===== config.mk =====
export PLATFORM = sky130hd
export DESIGN_NAME = bcd_countdown_timer_flat
export DESIGN_NICKNAME = d
export VERILOG_FILES = /design/src/rtl/bcd_countdown_timer_pkg.sv /design/src/rtl/bcd_countdown_timer_if.sv /design/src/rtl/bcd_countdown_timer_digit.sv /design/src/rtl/bcd_countdown_timer.sv /design/src/flat_wrapper.sv
export SDC_FILE = /design/constraint.sdc
export NUM_CORES = 1
export LEC_CHECK = 0
export BUFFER_PORTS_ARGS = -buffer_cell sky130_fd_sc_hd__buf_2
export CORE_UTILIZATION = 40
export CTS_CLUSTER_SIZE = 16
export DETAILED_ROUTE_END_ITERATION = 7
export HOLD_SLACK_MARGIN = 0.03
export PLACE_DENSITY = 0.72
export SETUP_SLACK_MARGIN = 0.1
export SYNTH_ARGS = -nofsm -noshare
export SYNTH_HDL_FRONTEND = slang
export SYNTH_SLANG_ARGS = --single-unit

===== constraint.sdc =====
create_clock -name i_CLK -period 2.8 [get_ports i_CLK]
set_clock_uncertainty 0.2 [all_clocks]
set_input_delay 0.56 -clock i_CLK [delete_from_list [all_inputs] [get_ports i_CLK]]
set_output_delay 0.56 -clock i_CLK [all_outputs]
set_load 0.01 [all_outputs]

===== src/rtl/bcd_countdown_timer_pkg.sv =====
// Shared types and constants for the MM:SS BCD countdown timer.
// Time word layout is {min_tens, min_units, sec_tens, sec_units}, one nibble each.
package bcd_countdown_timer_pkg;

    typedef enum logic [1:0] {
        ST_IDLE  = 2'd0,
        ST_RUN   = 2'd1,
        ST_PAUSE = 2'd2,
        ST_DONE  = 2'd3
    } state_t;

    localparam logic [3:0] SEC_TENS_MAX = 4'd5;
    localparam logic [3:0] DIGIT_MAX    = 4'd9;

    localparam int DIGIT_W       = 4;
    localparam int SEC_UNITS_LSB = 0;
    localparam int SEC_TENS_LSB  = 4;
    localparam int MIN_UNITS_LSB = 8;
    localparam int MIN_TENS_LSB  = 12;

    function automatic logic [3:0] clamp_digit(input logic [3:0] d, input logic [3:0] max);
        return (d > max) ? max : d;
    endfunction

endpackage


===== src/rtl/bcd_countdown_timer_if.sv =====
// Command/status bundle between the timer and its controller.
interface bcd_countdown_timer_if;
    logic        i_CE;
    logic        i_Load;
    logic        i_Start;
    logic        i_Stop;
    logic [15:0] i_Preset;
    logic [15:0] o_Time;
    logic        o_Running;
    logic        o_Done;

    modport master (
        output i_CE, i_Load, i_Start, i_Stop, i_Preset,
        input  o_Time, o_Running, o_Done
    );

    modport slave (
        input  i_CE, i_Load, i_Start, i_Stop, i_Preset,
        output o_Time, o_Running, o_Done
    );
endinterface


===== src/rtl/bcd_countdown_timer_digit.sv =====
// One BCD down-counting digit that wraps 0 -> MAX and borrows from the next digit up.
module bcd_digit_down #(
    parameter logic [3:0] MAX = 4'd9
) (
    input  logic       clk_i,
    input  logic       rst_n_i,
    input  logic       load_i,
    input  logic [3:0] load_val_i,
    input  logic       dec_i,
    input  logic       borrow_i,
    output logic [3:0] digit_o,
    output logic       borrow_o
);
    logic [3:0] digit_q;
    logic [3:0] digit_d;

    always_comb begin
        digit_d = digit_q;
        if (load_i) begin
            digit_d = load_val_i;
        end else if (dec_i && borrow_i) begin
            digit_d = (digit_q == 4'd0) ? MAX : digit_q - 4'd1;
        end
    end

    always_ff @(posedge clk_i or negedge rst_n_i) begin
        if (!rst_n_i) begin
            digit_q <= 4'd0;
        end else begin
            digit_q <= digit_d;
        end
    end

    assign digit_o  = digit_q;
    assign borrow_o = dec_i && borrow_i && (digit_q == 4'd0);
endmodule


===== src/rtl/bcd_countdown_timer.sv =====
// MM:SS countdown timer: preset register and control FSM around four BCD digits,
// advanced by the prescaler clock-enable while running.
module bcd_countdown_timer
    import bcd_countdown_timer_pkg::*;
#(
    parameter bit          AUTO_RELOAD  = 1'b0,
    parameter int unsigned MIN_TENS_MAX = 9
) (
    input logic                 i_CLK,
    input logic                 i_Reset,
    bcd_countdown_timer_if.slave tmr
);
    localparam logic [3:0] MT_MAX = 4'(MIN_TENS_MAX);

    state_t      state_q;
    logic [15:0] preset_q;
    logic        running_q;
    logic        done_q;

    logic [15:0] preset_clamped;
    logic [15:0] load_val;
    logic [15:0] time_w;
    logic [4:0]  borrow;
    logic        digit_load;
    logic        dec;
    logic        time_zero;
    logic        reach_zero;
    logic        underflow;

    assign borrow[0] = 1'b1;

    generate
        for (genvar gi = 0; gi < 4; gi++) begin : g_digit
            localparam logic [3:0] LIM = (gi == 3) ? MT_MAX :
                                         (gi == 1) ? SEC_TENS_MAX : DIGIT_MAX;

            assign preset_clamped[gi*DIGIT_W +: DIGIT_W] =
                clamp_digit(tmr.i_Preset[gi*DIGIT_W +: DIGIT_W], LIM);

            bcd_digit_down #(.MAX(LIM)) u_digit (
                .clk_i      (i_CLK),
                .rst_n_i    (i_Reset),
                .load_i     (digit_load),
                .load_val_i (load_val[gi*DIGIT_W +: DIGIT_W]),
                .dec_i      (dec),
                .borrow_i   (borrow[gi]),
                .digit_o    (time_w[gi*DIGIT_W +: DIGIT_W]),
                .borrow_o   (borrow[gi+1])
            );
        end
    endgenerate

    assign time_zero  = (time_w == 16'h0000);
    assign reach_zero = dec && (time_w == 16'h0001);
    // A borrow out of min_tens cannot occur because 00:00 is never decremented;
    // it is folded into the zero-reached path so a corrupted count still terminates.
    assign underflow  = borrow[4];

    // Digit load/decrement control. In RUN a zero count only exists for the
    // single auto-reload cycle, which reloads the preset regardless of i_CE.
    always_comb begin
        digit_load = 1'b0;
        load_val   = preset_clamped;
        dec        = 1'b0;
        if (tmr.i_Load) begin
            digit_load = 1'b1;
        end else if (state_q == ST_RUN && !tmr.i_Stop) begin
            if (time_zero) begin
                digit_load = 1'b1;
                load_val   = preset_q;
            end else begin
                dec = tmr.i_CE;
            end
        end
    end

    always_ff @(posedge i_CLK or negedge i_Reset) begin
        if (!i_Reset) begin
            state_q   <= ST_IDLE;
            preset_q  <= 16'h0000;
            running_q <= 1'b0;
            done_q    <= 1'b0;
        end else begin
            done_q <= 1'b0;
            if (tmr.i_Load) begin
                preset_q  <= preset_clamped;
                state_q   <= ST_IDLE;
                running_q <= 1'b0;
            end else begin
                unique case (state_q)
                    ST_IDLE: begin
                        if (!tmr.i_Stop && tmr.i_Start && !time_zero) begin
                            state_q   <= ST_RUN;
                            running_q <= 1'b1;
                        end
                    end
                    ST_RUN: begin
                        if (tmr.i_Stop) begin
                            state_q   <= ST_PAUSE;
                            running_q <= 1'b0;
                        end else if (reach_zero || underflow) begin
                            done_q <= 1'b1;
                            if (!(AUTO_RELOAD && preset_q != 16'h0000)) begin
                                state_q   <= ST_DONE;
                                running_q <= 1'b0;
                            end
                        end
                    end
                    ST_PAUSE: begin
                        if (!tmr.i_Stop && tmr.i_Start) begin
                            state_q   <= ST_RUN;
                            running_q <= 1'b1;
                        end
                    end
                    ST_DONE: begin
                    end
                endcase
            end
        end
    end

    assign tmr.o_Time    = time_w;
    assign tmr.o_Running = running_q;
    assign tmr.o_Done    = done_q;
endmodule


===== src/flat_wrapper.sv =====
// flat-port wrapper written by rule: the top's interface ports become plain ports
module bcd_countdown_timer_flat import bcd_countdown_timer_pkg::*;
#(
    parameter bit          AUTO_RELOAD  = 1'b0,
    parameter int unsigned MIN_TENS_MAX = 9
)
  (i_CLK, i_Reset, tmr_i_CE, tmr_i_Load, tmr_i_Start, tmr_i_Stop, tmr_i_Preset, tmr_o_Time, tmr_o_Running, tmr_o_Done);
  bcd_countdown_timer_if tmr_i ();
  input logic i_CLK;
  input logic i_Reset;
  input wire logic [$bits(tmr_i.i_CE)-1:0] tmr_i_CE;
  input wire logic [$bits(tmr_i.i_Load)-1:0] tmr_i_Load;
  input wire logic [$bits(tmr_i.i_Start)-1:0] tmr_i_Start;
  input wire logic [$bits(tmr_i.i_Stop)-1:0] tmr_i_Stop;
  input wire logic [$bits(tmr_i.i_Preset)-1:0] tmr_i_Preset;
  output wire logic [$bits(tmr_i.o_Time)-1:0] tmr_o_Time;
  output wire logic [$bits(tmr_i.o_Running)-1:0] tmr_o_Running;
  output wire logic [$bits(tmr_i.o_Done)-1:0] tmr_o_Done;
  assign tmr_i.i_CE = tmr_i_CE;
  assign tmr_i.i_Load = tmr_i_Load;
  assign tmr_i.i_Start = tmr_i_Start;
  assign tmr_i.i_Stop = tmr_i_Stop;
  assign tmr_i.i_Preset = tmr_i_Preset;
  assign tmr_o_Time = tmr_i.o_Time;
  assign tmr_o_Running = tmr_i.o_Running;
  assign tmr_o_Done = tmr_i.o_Done;
  bcd_countdown_timer #(.AUTO_RELOAD(AUTO_RELOAD), .MIN_TENS_MAX(MIN_TENS_MAX)) u_core (.i_CLK(i_CLK), .i_Reset(i_Reset), .tmr(tmr_i));
endmodule

Word level (Yosys, flattened, before mapping)
Cells that the tools add are included.

$lt $le $gt $ge: 4. Reduce and logical (&&, ||, !) cells: 26. Multiplexer cells: 41. $add $sub $neg: 4. Equal/unequal tests: 6.

Operators with widths (count): 4-bit two-way mux (16); 16-bit two-way mux (3); 16-bit by 1-bit == test with 1-bit output (second input constant) (1); 16-bit logical NOT (1); 4-bit logical NOT (4); 4-bit by 1-bit subtractor with 4-bit output (second input constant) (4); 1-bit two-way mux (15); 4-bit > comparator (second input constant) (3); 1-bit logical AND (11); 2-bit two-way mux (5); 2-bit nonzero test (4); 3-bit by 2-bit != test with 1-bit output (second input constant) (2); 2-bit case mux with 3 select lines (1); 4-bit by 3-bit > comparator with 1-bit output (second input constant) (1); 4-bit != test (second input constant) (1); 4-bit AND reduction (1); 4-bit nonzero test (1); 1-bit case mux with 3 select lines (1); 2-bit by 1-bit == test with 1-bit output (second input constant) (1); 2-bit == test (second input constant) (1); 1-bit logical NOT (2); 2-bit logical NOT (1); 1-bit logical OR (1).

Register bits: 36. Input port bits: 22. Word-level logic and storage cells: 89. Output and inout bits: 18.

Logic depth before layout (Yosys ltp)
Gate-level depths: netlist of the first run.

Depth in word-level cells: 16. Gate-level depth with buffers: 8.

Hierarchy
A second synthesis of the first run with hierarchy kept.

Cell total of the unflattened synthesis: 202. Area total of the unflattened synthesis: 2184.6 um^2.

By module, submodules not included: bcd_countdown_timer (cells an instance 111, area each 1263.7 um^2, sequential area each 500.5 um^2, instances 1); bcd_digit_down (u_core.g_digit[0].u_digit ...) (cells an instance 23, area each 234.0 um^2, sequential area each 100.1 um^2, instances 3); bcd_digit_down (u_core.g_digit[1].u_digit) (cells an instance 22, area each 219.0 um^2, sequential area each 100.1 um^2, instances 1).

Worst setup path before layout of the first run
No wires, ideal clock.

Path kind: register to register. From: register u_core.state_q[1]. To: register u_core.g_digit[2].u_digit.digit_q[3]. Path slack: 574 ps. Buffers on the path: 1. Arrival: 1900 ps. Clock period less this slack: 2226 ps. Required time: 2474 ps. Library setup time: 126 ps. Cell stages (with the launch flop): 9. Cells stage by stage: dfrtp_1 inv_1 ha_1 nor4b_2 and3_1 buf_2 o21ai_2 o41a_1 o32a_1.

Longest elaborated chain between the ends: 9.

RTL lines: start, declared (RTL line bcd_countdown_timer.sv:15) `state_t state_q;`; start signal, assigned (RTL line bcd_countdown_timer.sv:79) `state_q <= ST_IDLE;`; start signal, assigned (RTL line bcd_countdown_timer.sv:87) `state_q <= ST_IDLE;`; start signal, assigned (RTL line bcd_countdown_timer.sv:93) `state_q <= ST_RUN;`; 2-bit by 1-bit == test with 1-bit output (*) (RTL line bcd_countdown_timer.sv:67) `end else if (state_q == ST_RUN && !tmr.i_Stop) begin`; 1-bit logical AND (*) (RTL line bcd_countdown_timer.sv:67); 1-bit two-way mux (RTL line bcd_countdown_timer.sv:67); 1-bit two-way mux (RTL line bcd_countdown_timer.sv:65) `if (tmr.i_Load) begin`; 1-bit logical AND (3 in a row) (RTL line bcd_countdown_timer_digit.sv:35) `assign borrow_o = dec_i && borrow_i && (digit_q == 4'd0);`; 1-bit logical AND (RTL line bcd_countdown_timer_digit.sv:21) `end else if (dec_i && borrow_i) begin`; 2-bit nonzero test (no line); end signal, assigned (RTL line bcd_countdown_timer_digit.sv:30) `digit_q <= digit_d;`; end, declared (RTL line bcd_countdown_timer_digit.sv:14) `logic [3:0] digit_q;`.

Every way passes the cells marked *; elsewhere a longest branch is shown, timed or not. A chain may end at the register's enable or synchronous reset.

Final worst setup path of the first run
Ends and elaborated chain as after synthesis.

==> impl_metrics.py, run 1 <==
metrics = {
    "run_status": {
        "run_status": "finished clean",
    },
    "timing": {
        "slew_headroom_pct": 47.2,
        "rsz0062_at_grt": "no",
        "fmax_ghz": 0.412,
        "setup_tns_ns": 0,
        "fin_crit_ns": 2.43,
        "whs_ns": 0.143,
        "slew_violations": 0,
        "worst_pin_slew_ns": 0.792,
        "final.period_utilization_pct": 86.8,
        "setup-violations-final": 0,
        "timing.final.hold_violations": 0,
    },
    "synthesis": {
        "netlist_area_sq_um": 2070,
        "seq_area_frac_synth_pct": 43.5,
        "postSynthNetCount": 243,
        "avgSynthCellArea_sq_um": 9.49,
        "syn_inst": 218,
        "synth_seq_cells": 36,
        "async_flop_share_pct": 100,
        "synth_cell_types": 57,
        "synth_flop_cell": "dfrtp_1",
        "synth_edf_count": 0,
        "ys_warn_count": 0,
    },
    "place": {
        "dp_hpwl_um": 3420,
        "gp_congestion": 0.836,
        "io_buffers": 39,
    },
    "route": {
        "wirelength_um": 4560,
        "via_per_inst": 5.43,
        "wl_per_cell_um": 13.9,
        "route.vias.total": 1785,
        "first_iter_violations": 117,
        "drc": 0,
        "drtPass1Iterations": 4,
        "final_antenna_net_count": 0,
    },
    "run": {
        "maxCapViolations": 0,
    },
    "pwr": {
        "power_switching_uw": 369,
        "powerDensity_nw_per_um2": 492,
        "p_leak_uw": 0.00102,
        "power.share.sequential_pct": 51.3,
        "swShare_pct": 30.7,
        "p_total_uw": 1200,
        "peakVddDrop_uv": 271,
        "power.share.clock_pct": 31.0,
        "intPower_uw": 834,
        "combPwrFrac_pct": 17.7,
    },
    "clocking": {
        "ctsHoldBuffers": 0,
        "cts_num_sinks": 36,
        "cts-root-buf": "clkbuf_8",
        "clock_latency_ns": 0.30,
        "cts.htree.levels": 2,
        "clkSlewWorstSetupHoldPaths_ns": 0.08,
        "cts_buffers": 5,
        "cts_tree": "done",
        "clockBufferDepth": 2,
    },
    "worst_setup_path": {
        "crit_path_start": "u_core.state_q[1]",
        "crit_cells": 7,
        "rr_worst_depth": 7,
        "cpPeakStageDelay_ns": 0.40,
        "worst_setup_path_start_kind": "flip-flop",
        "path_max_fanout": 6,
        "critPathSlowestCell": "dfrtp_1",
        "r2r_setup_slack_ns": 0.37,
        "crit_buf_inv": 1,
        "critical_path.top_delay_family": "compound AO/OA/AOI/OAI gates",
        "crit_path_end_kind": "flip-flop",
        "path_class": "flip-flop to flip-flop",
        "cp-endpoint": "u_core.g_digit[2].u_digit.digit_o[3]",
        "r2r_end": "u_core.g_digit[2].u_digit.digit_o[3]",
        "required_ns": 2.79,
        "arrival_ns": 2.42,
        "path_cells": "inv_1 -> ha_1 -> nor4b_4 -> and3_1 -> o21ai_2 -> o41a_1 -> o32a_1",
        "r2r-start": "u_core.state_q[1]",
    },
    "cells_and_area": {
        "final_common_cell": "buf_2",
        "area_growth_pct": 18.1,
        "mostFrequentLayoutCells": "buf_2, dfrtp_1, inv_1",
        "utilization_pct": 50.4,
        "diodes": 0,
        "drive_above_1_share_pct": 24.4,
        "fillers": 470,
        "fin_nets": 286,
    },
    "floorplanning": {
        "die_h_um": 73.9,
        "ios": 40,
        "core_sq_um": 4850,
        "rows": 25,
        "start_util_pct": 42.7,
        "dieArea_sq_um": 5470,
        "die_w_um": 73.9,
    },
    "hold_path": {
        "min_path_type": "input port to asynchronous set/reset pin",
    },
    "grt": {
        "grt-ovfl-total": 0,
        "grt_max_degree": 37,
        "grt_pass1_vias": 1607,
        "antenna_found_initial": 0,
        "grt_pass1_wl_um": 7540,
        "grtUsageTotal_pct": 18.2,
    },
}
## flip-flops by register name, summed over array words and instances (netlist names)
register	count
u_core.state_q	2
u_core.tmr.o_Running	1
u_core.preset_q	16
u_core.g_digit.u_digit.digit_o	16
u_core.tmr.o_Done	1
## power groups by stage
stage	Sequential [uW]	Combinational, uW	Clock [uW]
after floorplan	627	123	0
after global placement	626	209	0
after detailed placement	627	213	0
after CTS	616	215	383
after global routing	624	241	406
final	617	213	373
## metrics by stage
step           cells  instance area (sq um)  setup WS [ns]
3_5_place_dp     321                   2350          0.236
4_1_cts          329                   2430          0.257
5_1_grt          329                   2440          0.126
3_3_place_gp     321                   2350          0.293
6_report         329                   2440          0.371
2_1_floorplan    218                   2070          0.574
## logic make-up (layout without fill, tap and decap cells)
kind of cell               count (synthesis)  count (layout)  synth area share, %
buffers and inverters                     27              71                 5.32
AOI/OAI and AO/OA                         72              72                 23.5
xor gates and xnor gates                   2               2                0.847
muxes                                      9               9                 4.59
adders and majority gates                  3               3                 1.81
and+or+nand+nor                           69              69                 20.4
DFF                                       36              36                 43.5
## layout make-up
cell class	instances	area, sq um	share of cell area (%)
repair buffers	44	233	9.52
clock buffers	5	68.8	2.82
multi-input cells	155	1070	43.7
clock inverters	3	18.8	0.768
inverters	19	71.3	2.92
flip-flops and latches	36	901	36.9
well taps	67	83.8	3.43
## Yosys cell counts (3+ instances only)
master	count	area [sq um]
dfrtp_1	36	901
inv_1	19	71.3
o21ai_0	18	90.1
a21oi_1	14	70.1
nor2_1	11	41.3
nand2_1	9	33.8
nand3_1	9	45.0
nand3b_1	8	60.1
clkbuf_1	5	18.8
mux2i_1	5	50.1
nand2b_1	5	31.3
nor3_1	5	25.0
o21a_1	5	37.5
o21ai_1	4	20.0
a21boi_1	3	22.5
a31oi_1	3	18.8
and2_1	3	18.8
ha_1	3	37.5
o31ai_1	3	22.5
## what timing repair did
action                     CTS  global route
resized for setup            0             1
setup endpoints to repair    0             2
hold endpoints to repair     0             0
setup buffers                0             0
## worst min-delay path by stage
stage,from,to,slack [ns],depth (start not counted)
final,i_Reset,u_core.g_digit[3].u_digit.digit_o[3],0.14,1
after global routing,i_Reset,u_core.g_digit[3].u_digit.digit_o[1],0.21,1
after CTS,i_Reset,u_core.g_digit[3].u_digit.digit_o[1],0.18,1
after detailed placement,u_core.preset_q[0],u_core.preset_q[0],0.27,1
after global placement,u_core.preset_q[0],u_core.preset_q[0],0.26,1
after floorplan,i_Reset,u_core.g_digit[0].u_digit.digit_o[0],0.06,0
## routing by layer
layer,vias up,global-route usage (%),part of all wire (%)
met3,6,4.47,3.5
met2,33,28.0,47
li1,895,-,-
met4,0,6.41,1.4
met1,851,25.2,48
met5,-,0,0
(Power assumes the default switching activity.)
==> run 2: changes to the inputs <==
- REMOVE_ABC_BUFFERS: default -> 1
==> impl_metrics.py, run 2 (synthesized netlist as in run 1, its figures left out) <==
metrics = {
    "clocking": {
        "clkSlewWorstSetupHoldPaths_ns": 0.07,
        "cts.htree.levels": 2,
        "cts_buffers": 5,
        "clockBufferDepth": 2,
        "postCtsSetupBuffers": 0,
        "cts_tree": "done",
        "cts_num_sinks": 36,
        "cts-root-buf": "clkbuf_8",
        "clock_latency_ns": 0.28,
        "ctsHoldBuffers": 0,
    },
    "floorplanning": {
        "core_sq_um": 4850,
        "die_h_um": 73.9,
        "ios": 40,
        "rows": 25,
        "start_util_pct": 42.7,
        "dieArea_sq_um": 5470,
        "die_w_um": 73.9,
    },
    "worst_setup_path": {
        "crit_path_end_kind": "flip-flop",
        "critical_path.top_delay_family": "compound AO/OA/AOI/OAI gates",
        "rr_worst_depth": 7,
        "crit_cells": 7,
        "cpPeakStageDelay_ns": 0.40,
        "arrival_ns": 2.39,
        "path_cells": "inv_1 -> ha_1 -> nor4b_4 -> and3_1 -> o21ai_2 -> o41a_1 -> o32a_1",
        "r2r-start": "u_core.state_q[1]",
        "worst_setup_path_start_kind": "flip-flop",
        "path_class": "flip-flop to flip-flop",
        "required_ns": 2.77,
        "crit_buf_inv": 1,
        "critPathSlowestCell": "dfrtp_1",
        "path_max_fanout": 6,
        "crit_path_start": "u_core.state_q[1]",
    },
    "pwr": {
        "p_total_uw": 1210,
        "powerDensity_nw_per_um2": 497,
        "peakVddDrop_uv": 243,
        "p_leak_uw": 0.00102,
    },
    "cells_and_area": {
        "utilization_pct": 50.3,
        "diodes": 0,
        "mostFrequentLayoutCells": "buf_2, dfrtp_1, inv_1",
        "fin_nets": 285,
        "area_growth_pct": 17.8,
        "final_common_cell": "buf_2",
        "drive_above_1_share_pct": 23.4,
        "fillers": 460,
    },
    "timing": {
        "slew_headroom_pct": 45.3,
        "whs_ns": 0.166,
        "final.period_utilization_pct": 86.5,
        "fmax_ghz": 0.413,
        "worst_pin_slew_ns": 0.820,
        "timing.final.hold_violations": 0,
        "setup_tns_ns": 0,
        "slew_violations": 0,
        "setup-violations-final": 0,
        "fin_crit_ns": 2.42,
        "rsz0062_at_grt": "no",
    },
    "route": {
        "final_antenna_net_count": 0,
        "drc": 0,
        "first_iter_violations": 147,
        "route.vias.total": 1836,
        "drtPass1Iterations": 4,
        "via_per_inst": 5.60,
        "wl_per_cell_um": 14.8,
        "wirelength_um": 4850,
    },
    "grt": {
        "grtUsageTotal_pct": 18.9,
        "grt_pass1_vias": 1702,
        "grt_max_degree": 43,
        "antenna_found_initial": 0,
        "grt-ovfl-total": 0,
        "grt_pass1_wl_um": 7850,
    },
    "run_status": {
        "run_status": "finished clean",
    },
    "place": {
        "io_buffers": 39,
        "dp_hpwl_um": 3470,
        "gp_congestion": 0.828,
    },
    "run": {
        "maxCapViolations": 0,
    },
    "hold_path": {
        "min_path_type": "input port to asynchronous set/reset pin",
    },
}
[run 2: cell type report]
type / instances / area [sq um] / share of cell area, %
clock buffer: 8 / 90.1 / 3.69
inverter: 19 / 71.3 / 2.92
multi-input combinational: 155 / 1070 / 43.8
sequential: 36 / 901 / 36.9
tap: 67 / 83.8 / 3.44
timing repair buffer: 43 / 225 / 9.24
[run 2: metrics by stage]
step	instances	instance area (sq um)	worst slack (ns)
after CTS	328	2430	0.277
after floorplan	210	2030	0.577
after detailed placement	320	2340	0.241
final	328	2440	0.378
after global routing	328	2440	0.189
after global placement	320	2340	0.288
[run 2: where the power goes]
group          total [uW]  leakage (uW)  switching [uW]  internal (uW)
Sequential            620      0.000439            55.6            564
Clock                 378     0.0000455             178            201
Combinational         214      0.000534             118           96.2
[run 2: worst paths after layout]
kind	to	slack [ns]
max in group asynchronous	u_core.preset_q[2]	1.71
setup / recovery	u_core.g_digit[2].u_digit.digit_o[3]	0.38
setup reg to reg	u_core.g_digit[2].u_digit.digit_o[3]	0.38
hold reg to reg	u_core.preset_q[12]	0.29
min in group i_CLK	u_core.preset_q[12]	0.29
hold / removal	u_core.preset_q[10]	0.17
[run 2: layer usage]
layer | global-route usage (%) | vias up | wire, um
li1 | - | 895 | -
met1 | 25.5 | 881 | 2260
met2 | 30.2 | 53 | 2330
met3 | 4.07 | 7 | 212
met4 | 6.62 | 0 | 50
met5 | 0 | - | 0
[run 2: timing repair]
action | in CTS | in global routing
setup endpoints to repair | 0 | 2
hold endpoints to repair | 0 | 0
gates resized for setup | 0 | 1
